--- config.mk ---
export PLATFORM = sky130hd
export DESIGN_NAME = fwd_hazard_ctrl_flat
export DESIGN_NICKNAME = d
export VERILOG_FILES = /design/src/rtl/fwd_hazard_ctrl_pkg.sv /design/src/rtl/fwd_hazard_ctrl_if.sv /design/src/rtl/fwd_hazard_ctrl_src_match.sv /design/src/rtl/fwd_hazard_ctrl.sv /design/src/flat_wrapper.sv
export SDC_FILE = /design/constraint.sdc
export NUM_CORES = 1
export LEC_CHECK = 0
export BUFFER_PORTS_ARGS = -buffer_cell sky130_fd_sc_hd__buf_2
export CORE_MARGIN = 2
export CORE_UTILIZATION = 49
export CTS_CLUSTER_SIZE = 8
export DETAILED_ROUTE_END_ITERATION = 8
export HOLD_SLACK_MARGIN = 0.15
export PLACE_DENSITY = 0.78
export SLEW_MARGIN = 25
export SYNTH_ARGS = -nofsm -noshare
export SYNTH_HDL_FRONTEND = slang
export SYNTH_SLANG_ARGS = --single-unit
--- constraint.sdc ---
create_clock -name clk -period 2.7 [get_ports clk]
set_clock_uncertainty 0.15 [all_clocks]
set_input_delay 0.135 -clock clk [delete_from_list [all_inputs] [get_ports clk]]
set_output_delay 0.135 -clock clk [all_outputs]
set_load 0.005 [all_outputs]
--- src/rtl/fwd_hazard_ctrl_pkg.sv ---
// Shared pipeline types for the decode-side forwarding/hazard controller:
// ALU operand selects, store-data forward select and in-flight tracking slots.
package fwd_hazard_ctrl_pkg;

  localparam int HAZ_RD_W = 5;

  typedef enum logic [1:0] {
    PC_S1    = 2'd0,
    RS1_S1   = 2'd1,
    RD_MA_S1 = 2'd2,
    RD_WB_S1 = 2'd3
  } ctrlAluSrc1_e;

  typedef enum logic [1:0] {
    RS2_S2   = 2'd0,
    IMM_S2   = 2'd1,
    RD_MA_S2 = 2'd2,
    RD_WB_S2 = 2'd3
  } ctrlAluSrc2_e;

  typedef enum logic [1:0] {
    ST_NONE = 2'd0,
    ST_MA   = 2'd1,
    ST_WB   = 2'd2
  } stFwdSel_e;

  typedef struct packed {
    logic                valid;
    logic [HAZ_RD_W-1:0] rd;
    logic                reg_wr;
    logic                mem_rd;
  } hazSlot_s;

  localparam hazSlot_s BUBBLE_SLOT = '0;

  // x0 is hardwired to zero, so a write to it never produces forwardable data.
  function automatic logic slot_writes(input hazSlot_s s, input logic [HAZ_RD_W-1:0] rs);
    return s.valid && s.reg_wr && (s.rd != '0) && (s.rd == rs);
  endfunction

endpackage

--- src/rtl/fwd_hazard_ctrl_if.sv ---
// ID-side decode fields in, registered EX-side operand selects and stall out.
interface fwd_hazard_ctrl_if #(parameter int REG_ADDR_W = 5);
  import fwd_hazard_ctrl_pkg::*;

  logic                  id_valid;
  logic [REG_ADDR_W-1:0] id_rs1;
  logic [REG_ADDR_W-1:0] id_rs2;
  logic [REG_ADDR_W-1:0] id_rd;
  logic                  id_reg_wr;
  logic                  id_mem_rd;
  logic                  id_store;
  ctrlAluSrc1_e          id_src1_sel;
  ctrlAluSrc2_e          id_src2_sel;
  logic                  ex_flush;
  logic                  stall;
  logic                  ex_valid;
  ctrlAluSrc1_e          ex_alu_src1;
  ctrlAluSrc2_e          ex_alu_src2;
  stFwdSel_e             ex_st_fwd;

  modport master (
    output id_valid, id_rs1, id_rs2, id_rd, id_reg_wr, id_mem_rd, id_store,
           id_src1_sel, id_src2_sel, ex_flush,
    input  stall, ex_valid, ex_alu_src1, ex_alu_src2, ex_st_fwd
  );

  modport slave (
    input  id_valid, id_rs1, id_rs2, id_rd, id_reg_wr, id_mem_rd, id_store,
           id_src1_sel, id_src2_sel, ex_flush,
    output stall, ex_valid, ex_alu_src1, ex_alu_src2, ex_st_fwd
  );

endinterface

--- src/rtl/fwd_hazard_ctrl_src_match.sv ---
// Compares one source address against both in-flight slots; the EX slot's
// result will sit in MA when the consumer reaches EX, the MA slot's in WB.
module fwd_src_match
  import fwd_hazard_ctrl_pkg::*;
(
  input  hazSlot_s            ex_slot,
  input  hazSlot_s            ma_slot,
  input  logic [HAZ_RD_W-1:0] rs,
  output logic                hit_ma,
  output logic                hit_wb,
  output logic                load_hit
);

  assign hit_ma   = slot_writes(ex_slot, rs);
  assign hit_wb   = slot_writes(ma_slot, rs);
  assign load_hit = hit_ma && ex_slot.mem_rd;

endmodule

--- src/rtl/fwd_hazard_ctrl.sv ---
// Decode-side forwarding and load-use hazard control feeding the ID/EX register:
// tracks the two older in-flight writers and registers the EX operand selects.
module fwd_hazard_ctrl
  import fwd_hazard_ctrl_pkg::*;
#(
  parameter int REG_ADDR_W = 5,
  parameter int NUM_REGS   = 32
) (
  input logic               clk,
  input logic               rst,
  input logic               clk_en,
  fwd_hazard_ctrl_if.slave  bus
);

  if (REG_ADDR_W != HAZ_RD_W || NUM_REGS > (1 << REG_ADDR_W)) begin : g_param_check
    $error("fwd_hazard_ctrl: register address width does not match the tracking slots");
  end

  hazSlot_s     ex_slot_reg, ex_slot_next;
  hazSlot_s     ma_slot_reg, ma_slot_next;
  logic         valid_reg, valid_next;
  ctrlAluSrc1_e src1_reg, src1_next;
  ctrlAluSrc2_e src2_reg, src2_next;
  stFwdSel_e    st_reg, st_next;

  logic [1:0][HAZ_RD_W-1:0] rs_addr;
  logic [1:0]               hit_ma, hit_wb, load_hit;

  assign rs_addr[0] = bus.id_rs1;
  assign rs_addr[1] = bus.id_rs2;

  genvar gi;
  generate
    for (gi = 0; gi < 2; gi++) begin : g_match
      fwd_src_match u_match (
        .ex_slot  (ex_slot_reg),
        .ma_slot  (ma_slot_reg),
        .rs       (rs_addr[gi]),
        .hit_ma   (hit_ma[gi]),
        .hit_wb   (hit_wb[gi]),
        .load_hit (load_hit[gi])
      );
    end
  endgenerate

  ctrlAluSrc1_e base1, sel1;
  ctrlAluSrc2_e base2, sel2;
  stFwdSel_e    sel_st;
  logic         rs1_used, rs2_used, stall;

  // Forwarding selects; decoder-illegal forward codes collapse to the register source.
  always_comb begin
    base1    = (bus.id_src1_sel == PC_S1) ? PC_S1 : RS1_S1;
    base2    = (bus.id_src2_sel == IMM_S2) ? IMM_S2 : RS2_S2;
    rs1_used = (base1 == RS1_S1);
    rs2_used = (base2 == RS2_S2) || bus.id_store;

    sel1 = base1;
    if (rs1_used) begin
      if (hit_ma[0])      sel1 = RD_MA_S1;
      else if (hit_wb[0]) sel1 = RD_WB_S1;
    end

    sel2 = base2;
    if (base2 == RS2_S2) begin
      if (hit_ma[1])      sel2 = RD_MA_S2;
      else if (hit_wb[1]) sel2 = RD_WB_S2;
    end

    sel_st = ST_NONE;
    if (bus.id_store) begin
      if (hit_ma[1])      sel_st = ST_MA;
      else if (hit_wb[1]) sel_st = ST_WB;
    end

    // Load data only exists after MA, so an EX-slot load hit costs one bubble.
    stall = bus.id_valid && !bus.ex_flush &&
            ((rs1_used && load_hit[0]) || (rs2_used && load_hit[1]));
  end

  always_comb begin
    ex_slot_next = ex_slot_reg;
    ma_slot_next = ma_slot_reg;
    valid_next   = valid_reg;
    src1_next    = src1_reg;
    src2_next    = src2_reg;
    st_next      = st_reg;
    if (clk_en) begin
      ma_slot_next = ex_slot_reg;
      if (bus.ex_flush || stall || !bus.id_valid) begin
        ex_slot_next = BUBBLE_SLOT;
        valid_next   = 1'b0;
        src1_next    = RS1_S1;
        src2_next    = RS2_S2;
        st_next      = ST_NONE;
      end else begin
        ex_slot_next.valid  = 1'b1;
        ex_slot_next.rd     = bus.id_rd;
        ex_slot_next.reg_wr = bus.id_reg_wr;
        ex_slot_next.mem_rd = bus.id_mem_rd;
        valid_next          = 1'b1;
        src1_next           = sel1;
        src2_next           = sel2;
        st_next             = sel_st;
      end
    end
  end

  always_ff @(posedge clk) begin
    if (rst) begin
      ex_slot_reg <= BUBBLE_SLOT;
      ma_slot_reg <= BUBBLE_SLOT;
      valid_reg   <= 1'b0;
      src1_reg    <= RS1_S1;
      src2_reg    <= RS2_S2;
      st_reg      <= ST_NONE;
    end else begin
      ex_slot_reg <= ex_slot_next;
      ma_slot_reg <= ma_slot_next;
      valid_reg   <= valid_next;
      src1_reg    <= src1_next;
      src2_reg    <= src2_next;
      st_reg      <= st_next;
    end
  end

  assign bus.stall       = stall;
  assign bus.ex_valid    = valid_reg;
  assign bus.ex_alu_src1 = src1_reg;
  assign bus.ex_alu_src2 = src2_reg;
  assign bus.ex_st_fwd   = st_reg;

endmodule

--- src/flat_wrapper.sv ---
// flat-port wrapper written by rule: the top's interface ports become plain ports
module fwd_hazard_ctrl_flat import fwd_hazard_ctrl_pkg::*;
#(
  parameter int REG_ADDR_W = 5,
  parameter int NUM_REGS   = 32
)
  (clk, rst, clk_en, bus_id_valid, bus_id_rs1, bus_id_rs2, bus_id_rd, bus_id_reg_wr, bus_id_mem_rd, bus_id_store, bus_id_src1_sel, bus_id_src2_sel, bus_ex_flush, bus_stall, bus_ex_valid, bus_ex_alu_src1, bus_ex_alu_src2, bus_ex_st_fwd);
  fwd_hazard_ctrl_if #(.REG_ADDR_W(REG_ADDR_W)) bus_i ();
  input logic clk;
  input logic rst;
  input logic clk_en;
  input wire logic [$bits(bus_i.id_valid)-1:0] bus_id_valid;
  input wire logic [$bits(bus_i.id_rs1)-1:0] bus_id_rs1;
  input wire logic [$bits(bus_i.id_rs2)-1:0] bus_id_rs2;
  input wire logic [$bits(bus_i.id_rd)-1:0] bus_id_rd;
  input wire logic [$bits(bus_i.id_reg_wr)-1:0] bus_id_reg_wr;
  input wire logic [$bits(bus_i.id_mem_rd)-1:0] bus_id_mem_rd;
  input wire logic [$bits(bus_i.id_store)-1:0] bus_id_store;
  input wire logic [$bits(bus_i.id_src1_sel)-1:0] bus_id_src1_sel;
  input wire logic [$bits(bus_i.id_src2_sel)-1:0] bus_id_src2_sel;
  input wire logic [$bits(bus_i.ex_flush)-1:0] bus_ex_flush;
  output wire logic [$bits(bus_i.stall)-1:0] bus_stall;
  output wire logic [$bits(bus_i.ex_valid)-1:0] bus_ex_valid;
  output wire logic [$bits(bus_i.ex_alu_src1)-1:0] bus_ex_alu_src1;
  output wire logic [$bits(bus_i.ex_alu_src2)-1:0] bus_ex_alu_src2;
  output wire logic [$bits(bus_i.ex_st_fwd)-1:0] bus_ex_st_fwd;
  assign bus_i.id_valid = bus_id_valid;
  assign bus_i.id_rs1 = bus_id_rs1;
  assign bus_i.id_rs2 = bus_id_rs2;
  assign bus_i.id_rd = bus_id_rd;
  assign bus_i.id_reg_wr = bus_id_reg_wr;
  assign bus_i.id_mem_rd = bus_id_mem_rd;
  assign bus_i.id_store = bus_id_store;
  assign bus_i.id_src1_sel = bus_id_src1_sel;
  assign bus_i.id_src2_sel = bus_id_src2_sel;
  assign bus_i.ex_flush = bus_ex_flush;
  assign bus_stall = bus_i.stall;
  assign bus_ex_valid = bus_i.ex_valid;
  assign bus_ex_alu_src1 = bus_i.ex_alu_src1;
  assign bus_ex_alu_src2 = bus_i.ex_alu_src2;
  assign bus_ex_st_fwd = bus_i.ex_st_fwd;
  fwd_hazard_ctrl #(.REG_ADDR_W(REG_ADDR_W), .NUM_REGS(NUM_REGS)) u_core (.clk(clk), .rst(rst), .clk_en(clk_en), .bus(bus_i));
endmodule
**Word-level counts from Yosys, hierarchy flattened**

Index checks and enable logic that the tools add are counted.

- Register bits: 22
- Input bits: 27
- Output and inout port bits: 8
- Logic and storage cells: 57

- Eq/ne operators: 6
- Mux-type cells: 16
- Reductions and logical operators: 24

Operators with widths:

| cell | number |
|---|---|
| 2-bit 2-to-1 mux | 12 |
| 5-bit == test | 4 |
| 1-bit logical AND | 14 |
| 5-bit nonzero test | 2 |
| 8-bit 2-to-1 mux | 1 |
| 2-bit by 1-bit == test with 1-bit output (second input constant) | 2 |
| 2-bit logical NOT | 2 |
| 1-bit logical OR | 4 |
| 1-bit 2-to-1 mux | 3 |
| 1-bit logical NOT | 2 |

**Depth between registers and ports, before layout**

Gate-level depths: netlist of the first run.

- Depth after elaboration: 10
- Mapped depth: 6
- Gate-level depth less buffers: 5

**By module**

A second synthesis of the first run with hierarchy kept.

- Cell total of the unflattened synthesis: 121
- Area, all modules: 1131.1 um^2

Modules (own cells, without submodules):

| module | instances | cells each | area an instance (um^2) | seq. area each (um^2) |
|---|---|---|---|---|
| fwd_hazard_ctrl | 1 | 75 | 810.8 | 440.4 |
| fwd_src_match | 2 | 23 | 160.2 | 0.0 |

**Worst setup path after synthesis of the first run**

No wires, ideal clock.

- Path kind: register to register
- Start: reg u_core.ex_slot_reg[4] (netlist bit)
- End: reg u_core.src1_reg[0] (netlist: u_core.bus.ex_alu_src1[0])
- Arrival time: 1689 ps
- Required time: 2428 ps
- Setup slack: 739 ps
- Stages on the path, launching flop included: 6
- Clock period less this slack: 1961 ps
- Cell sequence: dfxtp_1 or4_1 o211ai_2 or3_1 o221ai_2 o32a_1

- Word-level cells in the longest chain between the ends: 10
- Elaborated cells between the ends (all ways): 17

RTL lines:

| what | RTL line | text |
|---|---|---|
| start, declared | fwd_hazard_ctrl.sv:19 | `hazSlot_s ex_slot_reg, ex_slot_next;` |
| start signal, assigned | fwd_hazard_ctrl.sv:118 | `ex_slot_reg <= ex_slot_next;` |
| 5-bit nonzero test | fwd_hazard_ctrl_pkg.sv:38 | `return s.valid && s.reg_wr && (s.rd != '0) && (s.rd == rs);` |
| 1-bit logical AND (2 in series) | fwd_hazard_ctrl_pkg.sv:38 |  |
| 1-bit logical AND | fwd_hazard_ctrl_src_match.sv:16 | `assign load_hit = hit_ma && ex_slot.mem_rd;` |
| 1-bit logical AND | fwd_hazard_ctrl.sv:78 | `((rs1_used && load_hit[0]) \|\| (rs2_used && load_hit[1]));` |
| 1-bit logical OR | fwd_hazard_ctrl.sv:78 |  |
| 1-bit logical AND | fwd_hazard_ctrl.sv:77 | `stall = bus.id_valid && !bus.ex_flush &&` |
| 1-bit logical OR (2 in series) | fwd_hazard_ctrl.sv:90 | `if (bus.ex_flush \|\| stall \|\| !bus.id_valid) begin` |
| 2-bit 2-to-1 mux (*) | fwd_hazard_ctrl.sv:90 |  |
| end signal, assigned | fwd_hazard_ctrl.sv:121 | `src1_reg <= src1_next;` |
| end, declared | fwd_hazard_ctrl.sv:22 | `ctrlAluSrc1_e src1_reg, src1_next;` |

Mark *: on every way between the ends. The rest lies on a longest branch, timed or not.
A chain may end at the register's enable or synchronous reset.

**Worst setup path in the final report of the first run**

- Start: reg u_core.ex_slot_reg[4] (netlist bit)
- End: out bus_stall

- Word-level cells in the longest chain between the ends: 7
- Elaborated cells between the ends (all ways): 12

RTL lines:

| what | RTL line | text |
|---|---|---|
| 5-bit nonzero test | fwd_hazard_ctrl_pkg.sv:38 |  |
| 1-bit logical AND (2 in series) | fwd_hazard_ctrl_pkg.sv:38 |  |
| 1-bit logical AND | fwd_hazard_ctrl_src_match.sv:16 |  |
| 1-bit logical AND | fwd_hazard_ctrl.sv:78 |  |
| 1-bit logical OR (*) | fwd_hazard_ctrl.sv:78 |  |
| 1-bit logical AND (*) | fwd_hazard_ctrl.sv:77 |  |
| end, declared | flat_wrapper.sv:22 | `output wire logic [$bits(bus_i.stall)-1:0] bus_stall;` |

Marked as above.

==> results.md, run 1 <==
* Run status: complete, no violations
* CTS resizes at 0
* Root Buffer: clkbuf_4
* Total gr overflow at 0
* Placer Congestion at 0.863
* Post-synth EDFFs at 0
* Min Hold Slack at ~170 ps
* Final WS setup at about 380 ps
* Portion of netlist area occupied by mux cells at 6.58%
* Post-Synth Adder-Cell Area at 0%
* P_leak at 0.000612 uW
* Final min period at 2320 ps
* Clock tree buffer depth at 2
* Max_slew headroom at 39.8%
* GRT Resource Usage Total at 22.0%
* Routed len/inst at 14.2 um
* Most frequent cells in the layout: 34 x buf_2, 21 x dfxtp_1, 16 x xnor2_1, 16 x dlygate4sd3_1, 10 x nor2_1
* Synth cell types at 32
* Drt initial violations at 14
* Yosys warns at 0
* Most common cell after layout, fill and taps aside: buf_2
* H-tree levels at 1
* Post-Synth XOR/XNOR Area at 16.5%
* Final setup viols at 0
* Vias per cell at 5.40
* Main synth FF type: dfxtp_1
* Clk pin slew, worst setup/hold paths at about 120 ps
* Die area at between 2000 and 3000 um^2
* Die Wd at between 50 and 60 um
* Worst EP arrival at 2040 ps
* Peak supply drop at roughly 0.00037 V
* Post-synthesis simple-gate area fraction at 16.3%
* Total chip power at about 570 uW
* Cell area after synthesis at 1060 um^2
* Seq/Total Area, Yosys at 39.5%
* Port-buffer cells at 34
* Critical path startpoint: u_core.ex_slot_reg[4]$_SDFFE_PP0P_
* Final ANT Viol Nets at 0
* Synth Instances at 110
* Crit-path max cell delay at 550 ps
* RSZ-0062 raised after global routing: false
* Worst hold start: bus_ex_flush
* Final Hold Viols at 0
* Hold Crit Class: in2reg
* Setup TNS at 0 ps
* Initial cell density of the core at 53.2%
* CP cell instances: or4_1 -> o211ai_2 -> or3_1 -> o22ai_1 -> and3b_1 -> buf_2
* Filler cells at 171
* Register bit total from synthesis at 21
* Antenna cells at 0
* Max Fanout on Critical Path at 5
* Largest net degree at the start of global routing at 15
* Least-Margin Pin Slew at 900 ps
* Share of layout cells above drive strength 1 at 25.6%
* # DRC at 0
* DP Wirelength at 1930 um
* Post-CTS Hold Buffers at 16
* Area Overhead vs Synth at 34.7%
* Core area at 2000 um^2
* Maxcap violations at 0
* Vias at about 1000
* Post-CTS Setup Bufs at 0
* Tcrit/Tclk final at 85.9%
* Async SR Flop Fraction at 0%
* Layout Utilization at about 72%
* Post-Syn Area per Cell at 9.68 um^2
* Setup slack at placement at 563 ps
* CP startpoint kind: flip-flop
* R2R Path Start: u_core.ex_slot_reg[4]$_SDFFE_PP0P_
* Fmax at 0.431 GHz
* Main combinational cell family by area after synthesis: compound AO/OA/AOI/OAI gates
* Vert. Die Dim at 50.6 um
* IO Count at 35
* Slowest CP cell: or4_1
* Nets at 188
* Vias in the first global route at between 900 and 1000
* Clock Latency Late Sink at 310 ps
* CTS tree: done
* Site Rows at 16
* First-pass GRT wire length at 4220 um
* Compound-cell area share of the yosys netlist at 18.7%
* Post-Route WL at 2660 um
* CTS buffer count at 3
* CTS Sinks at 21
* Pre-antenna DRT Iters at 4
* Critical Path End Type: output port
* Post-synth net total at 137
* Initial antenna violation count at 0
* Pins over their slew limit at 0
* Crit Path Category: reg2out
* Worst EP required at 2410 ps
* P per Cell Area at 396 nW/um^2
==> per-layer routing <==
metal	global-route usage [%]	vias up	wire length, um	part of all wire, %
li1	-	500	-	-
met3	5.36	2	142	5.3
met1	25.8	478	1150	43
met2	40.6	29	1360	51
met4	4.05	0	12	0.45
met5	0	-	0	0
==> synth_stat cells, types with 2 or more instances <==
master	instances	area, um^2
dfxtp_1	21	420
xnor2_1	16	140
nor2_1	10	37.5
a22o_1	8	70.1
mux2i_1	7	70.1
nand2_1	5	18.8
nand3_1	4	20.0
xor2_1	4	35.0
clkbuf_1	3	11.3
o31ai_1	3	22.5
and3b_1	2	17.5
nand2b_1	2	12.5
nor3_1	2	10.0
nor4_1	2	12.5
o21ai_0	2	10.0
o22ai_1	2	12.5
or4_1	2	15.0
==> report_power, final <==
group / leakage (uW) / total [uW] / internal (uW) / switching [uW]
combinational: 0.000425 / 91.4 / 51.6 / 39.8
clock: 0.0000177 / 155 / 55.3 / 100
sequential: 0.000170 / 321 / 315 / 6.35
==> area by class of cell <==
type	count	area, um^2	share of cell area, %
timing repair buffer	50	330	23.0
sequential	21	420	29.3
multi-input combinational	84	618	43.1
tap	27	33.8	2.36
inverter	1	3.75	0.262
clock buffer	3	22.5	1.57
clock inverter	1	5.00	0.349
==> per-stage QoR <==
stage | instances | instance area (um^2)
final | 187 | 1430
after global routing | 187 | 1430
after CTS | 187 | 1430
after detailed placement | 167 | 1250
after global placement | 167 | 1250
after floorplan | 110 | 1060
==> worst max-delay path: cells and delay by family, from the launching register on <==
family | cells | cell delay (ps)
AO/OA/AOI/OAI | 2 | 290
buffers and inverters | 1 | 120
flip-flops | 1 | 380
AND/OR/NAND/NOR | 3 | 940
==> cells by family after synthesis <==
kind of cell,Yosys count
flip-flops,21
AND/OR/NAND/NOR,33
AO/OA/AOI/OAI,24
buffers and inverters,5
XOR/XNOR,20
multiplexers,7
==> path summary, 6_finish.rpt <==
kind | depth (start not counted) | end | slack, ps
min | 4 | u_core.bus.ex_valid$_SDFFE_PP0P_ | 170
max reg2reg | 5 | u_core.ex_slot_reg[4]$_SDFFE_PP0P_ | 550
min reg2reg | 2 | u_core.bus.ex_alu_src2[0]$_SDFFE_PP0P_ | 310
max | 6 | bus_stall | 380
Note: power is estimated with default switching activity, not from simulation.
==> run 2: changes to the inputs <==
==> constraint.sdc (replaced) <==
create_clock -name clk -period 2.7 [get_ports clk]
set_clock_uncertainty 0.15 [all_clocks]
set_input_delay 0.54 -clock clk [delete_from_list [all_inputs] [get_ports clk]]
set_output_delay 0.54 -clock clk [all_outputs]
set_load 0.005 [all_outputs]
==> results.md, run 2 (synthesized netlist as in run 1, its figures left out) <==
* Run status: complete, no violations
* Peak supply drop at 0.000306 V
* FF+latch area at 429 um^2
* Most common cell after layout, fill and taps aside: buf_2
* Pre-antenna DRT Iters at 4
* Share of layout cells above drive strength 1 at between 30% and 40%
* Routed len/inst at 14.5 um
* GRT Resource Usage Total at 21.0%
* Met3 track demand over resource at ~3.6%
* Post-CTS Hold Buffers at 0
* # DRC at 0
* Least-Margin Pin Slew at 491 ps
* IO Count at 35
* Placer Congestion at 0.847
* Drt initial violations at 18
* Fmax at 0.382 GHz
* Total chip power at between 500 and 600 uW
* Setup TNS at 0 ps
* Final Non-Filler Cells at ~180
* Max_slew headroom at around two thirds
* Port-buffer cells at 34
* Critical path startpoint: u_core.ex_slot_reg[5]$_SDFFE_PP0P_
* Min Hold Slack at 299 ps
* R2R Path Start: u_core.ex_slot_reg[5]$_SDFFE_PP0P_
* Tcrit/Tclk final at 97.0%
* Critical Path End Type: output port
* Antenna cells at 0
* Vert. Die Dim at 50.6 um
* Crit Path Category: reg2out
* Initial antenna violation count at 0
* Most frequent cells in the layout: 34 x buf_2, 18 x dfxtp_1, 16 x xnor2_1
* P_leak at 0.000559 uW
* Filler cells at 172
* Root Buffer: clkbuf_4
* H-tree levels at 1
* Setup slack at placement at around 270 ps
* Core area at 2000 um^2
* Multi-input logic area at 636 um^2
* Final ANT Viol Nets at 0
* Die area at 2560 um^2
* Vias per cell at 5.42
* Min-Delay Endpoint: u_core.ex_slot_reg[0]$_SDFFE_PP0P_
* First-pass GRT wire length at 3950 um
* Hold Crit Class: in2reg
* Reg-to-reg critical path endpoint: u_core.ex_slot_reg[5]$_SDFFE_PP0P_
* Final setup viols at 0
* Post-Route WL at 2550 um
* Total gr overflow at 0
* Vias in the first global route at 876
* P per Cell Area at 408 nW/um^2
* Final min period at around 2600 ps
* CP startpoint kind: flip-flop
* Clock tree buffer depth at 2
* CTS buffer count at 3
* Die Wd at ~51 um
* Final WS setup at 80.0 ps
* Maxcap violations at 0
* Worst hold start: bus_id_mem_rd
* Global-route track usage on met2 at 35.5%
* Max Fanout on Critical Path at 4
* Site Rows at 16
* R2r setup slk at 450 ps
* DP Wirelength at 1850 um
* Final Hold Viols at 0
* Nets at roughly 180
* Reg2Reg Depth at 6
* Vias at 948
* Worst EP required at 2010 ps
* Clock Latency Late Sink at 300 ps
* Pins over their slew limit at 0
* RSZ-0062 raised after global routing: false
* CTS Sinks at 21
* Grt peak-use layer: met2
* Initial cell density of the core at 53.2%
* Cell Count Post-Placement at 168
* Hold path cells at 2
* Clk pin slew, worst setup/hold paths at 110 ps
* Area Overhead vs Synth at 26.0%
* Met1 Use GR at about a quarter
* CTS tree: done
* Largest net degree at the start of global routing at 15
* Worst EP arrival at 1930 ps
## run 2: layout make-up
cell class | count | area share, %
Sequential cell | 21 | 32.0
Inverter | 1 | 0.280
Tap cell | 27 | 2.52
Multi-Input combinational cell | 84 | 47.4
Timing Repair Buffer | 38 | 15.9
Clock buffer | 4 | 1.96
## run 2: power by group
group	switching, uW	internal, uW
logic	38.6	41.0
registers	6.68	313
clock network	90.3	57.6
total	136	412
## run 2: repair_timing
action | 4_1_cts | 5_1_grt
gates resized for setup | 6 | 2
hold endpoints to repair | 0 | 0
pin swaps | 2 | 4
endpoints found under the setup margin | 1 | 1
setup buffers | 1 | 2
## run 2: through the flow
| stage | instance area (um^2) | util (%) |
|---|---|---|
| floorplan | 1060 | - |
| global placement | 1250 | 62.6 |
| detailed placement | 1250 | 62.6 |
| CTS | 1310 | 65.4 |
| global route | 1340 | 67.0 |
| finish | 1340 | 67.0 |
## run 2: layer usage
metal	up-vias	wire, um
met2	35	1180
met3	11	138
li1	477	-
met1	425	1160
met4	0	63
met5	-	0
## run 2: worst max-delay path by stage
stage | cells after the start | endpoint
2_1_floorplan | 5 | bus_stall
3_3_place_gp | 7 | bus_stall
3_5_place_dp | 7 | bus_stall
4_1_cts | 6 | bus_stall
5_1_grt | 6 | bus_stall
6_report | 6 | bus_stall
## run 2: critical path: stages, from the launching register on
cell and delay [ps]:
dfxtp_4 370, or4_4 540, o211ai_4 210, or3_4 160, o22ai_1 70, and3b_1 170
buf_2 120
==> run 3: changes to the inputs <==
GPL_TIMING_DRIVEN = 0   (was unset)
==> results.md, run 3 (synthesized netlist as in run 1, its figures left out) <==
* Largest net degree at the start of global routing at 13
* Most common cell after layout, fill and taps aside: buf_2
* Setup slack at placement at 202 ps
* Multi-input logic area at 642 um^2
* R2r setup slk at 480 ps
* Max_slew headroom at 57.3%
* Min-Delay Endpoint: u_core.ex_slot_reg[5]$_SDFFE_PP0P_
* Post-Route WL at 2630 um
* Vert. Die Dim at between 50 and 60 um
* Final setup viols at 0
* CTS Sinks at 21
* Cell Count Post-Placement at 170
* Hold path cells at 2
* Max Fanout on Critical Path at 5
* Nets at 181
* Final Hold Viols at 0
* Core area at 2000 um^2
* Final WS setup at 43.5 ps
* Fmax at around 0.38 GHz
* Tcrit/Tclk final at 98.4%
* Met3 track demand over resource at 5.06%
* H-tree levels at 1
* RSZ-0062 raised after global routing: true
* Filler cells at 163
* Vias in the first global route at 919
* P_leak at 0.000573 uW
* Worst EP required at 2010 ps
* Initial cell density of the core at a little over half
* Worst path bufs/invs at 1
* FF+latch area at 430 um^2
* Site Rows at 16
* Grt peak-use layer: met2
* Worst hold start: bus_id_rd[3]
* R2R Path Start: u_core.ex_slot_reg[5]$_SDFFE_PP0P_
* Clk pin slew, worst setup/hold paths at 120 ps
* IO Count at 35
* Crit Path Category: reg2out
* First-pass GRT wire length at 4060 um
* Peak supply drop at 0.000310 V
* Hold Crit Class: in2reg
* Critical path startpoint: u_core.ex_slot_reg[5]$_SDFFE_PP0P_
* Final min period at approximately 2700 ps
* Clock tree buffer depth at 2
* Global-route track usage on met2 at 36.4%
* CTS tree: done
* Drt initial violations at 20
* Met1 Use GR at 25.8%
* Routed len/inst at 14.6 um
* GRT Resource Usage Total at 21.5%
* Final ANT Viol Nets at 0
* Die area at 2560 um^2
* CP startpoint kind: flip-flop
* Port-buffer cells at 33
* Crit-path max cell delay at 550 ps
* Final Non-Filler Cells at 180
* Vias at around 990
* Reg-to-reg critical path endpoint: u_core.bus.ex_alu_src1[0]$_SDFFE_PP1P_
* DP Wirelength at 1920 um
* Most frequent cells in the layout: 33 x buf_2, 17 x dfxtp_1, 16 x xnor2_1
* Vias per cell at 5.51
* Reg2Reg Depth at 7
* Least-Margin Pin Slew at 640 ps
* Run status: complete, no violations
* Clock Latency Late Sink at slightly above 300 ps
* Die Wd at 50.6 um
* Layout Utilization at 68.4%
* Share of layout cells above drive strength 1 at 35.3%
* # DRC at 0
* P per Cell Area at 403 nW/um^2
* CP cell instances: or4_4 -> o211ai_4 -> or3_4 -> o22ai_2 -> and3b_1 -> buf_2
* CP top delay family: simple AND/OR/NAND/NOR gates
* Slowest CP cell: or4_4
* Total gr overflow at 0
* Initial antenna violation count at 0
* Worst EP arrival at 1970 ps
* Area Overhead vs Synth at 28.7%
* Critical Path End Type: output port
* Pins over their slew limit at 0
* Antenna cells at 0
* Root Buffer: clkbuf_4
* Maxcap violations at 0
* Pre-antenna DRT Iters at 4
* CTS buffer count at 3
* Placer Congestion at 0.836
run 3: cell types whose count changed in the layout (fill, tap and decap cells not counted), sizes merged:
cell,delta
buf,+2
clkinv,+1
clkbuf,+2
run 3: report_power, final:
| part | total [uW] | switching (uW) | internal (uW) | leakage (uW) |
|---|---|---|---|---|
| Sequential | 320 | 6.54 | 313 | 0.000172 |
| Clock | 153 | 97.8 | 55.4 | 0.0000177 |
| Combinational | 79.4 | 38.9 | 40.4 | 0.000383 |
run 3: stage by stage:
stage	total power (uW)	setup TNS (ps)	hold WS (ps)	area (um^2)
finish	552	0	291	1370
global route	576	-30.2	291	1370
CTS	554	0	292	1340
detailed placement	403	0	289	1260
global placement	401	0	285	1260
floorplan	368	0	299	1060
run 3: final cells by class:
type	instances	area share (%)
clock buffer	3	1.64
tap	27	2.47
clock inverter	1	0.365
sequential	21	31.4
timing repair buffer	39	15.3
buffer	4	1.64
inverter	1	0.274
multi-input combinational	84	46.8
run 3: how the worst max path moves through the flow:
stage	slack (ps)	to	cells after the start
2_1_floorplan	530	bus_stall	5
3_3_place_gp	260	bus_stall	7
3_5_place_dp	200	bus_stall	7
4_1_cts	8	bus_stall	6
5_1_grt	-30	bus_stall	6
6_report	40	bus_stall	6
run 3: timing repair:
action                                  CTS  global route
hold buffers                              0             0
buffers inserted                          3             3
endpoints found under the setup margin    1             1
resized for setup                         6             4
pin swaps                                 2             6
run 3: per-layer routing:
layer	vias up	share of wire, %
li1	487	-
met1	464	44
met2	34	48
met3	6	6.4
met4	0	2.1
met5	-	0
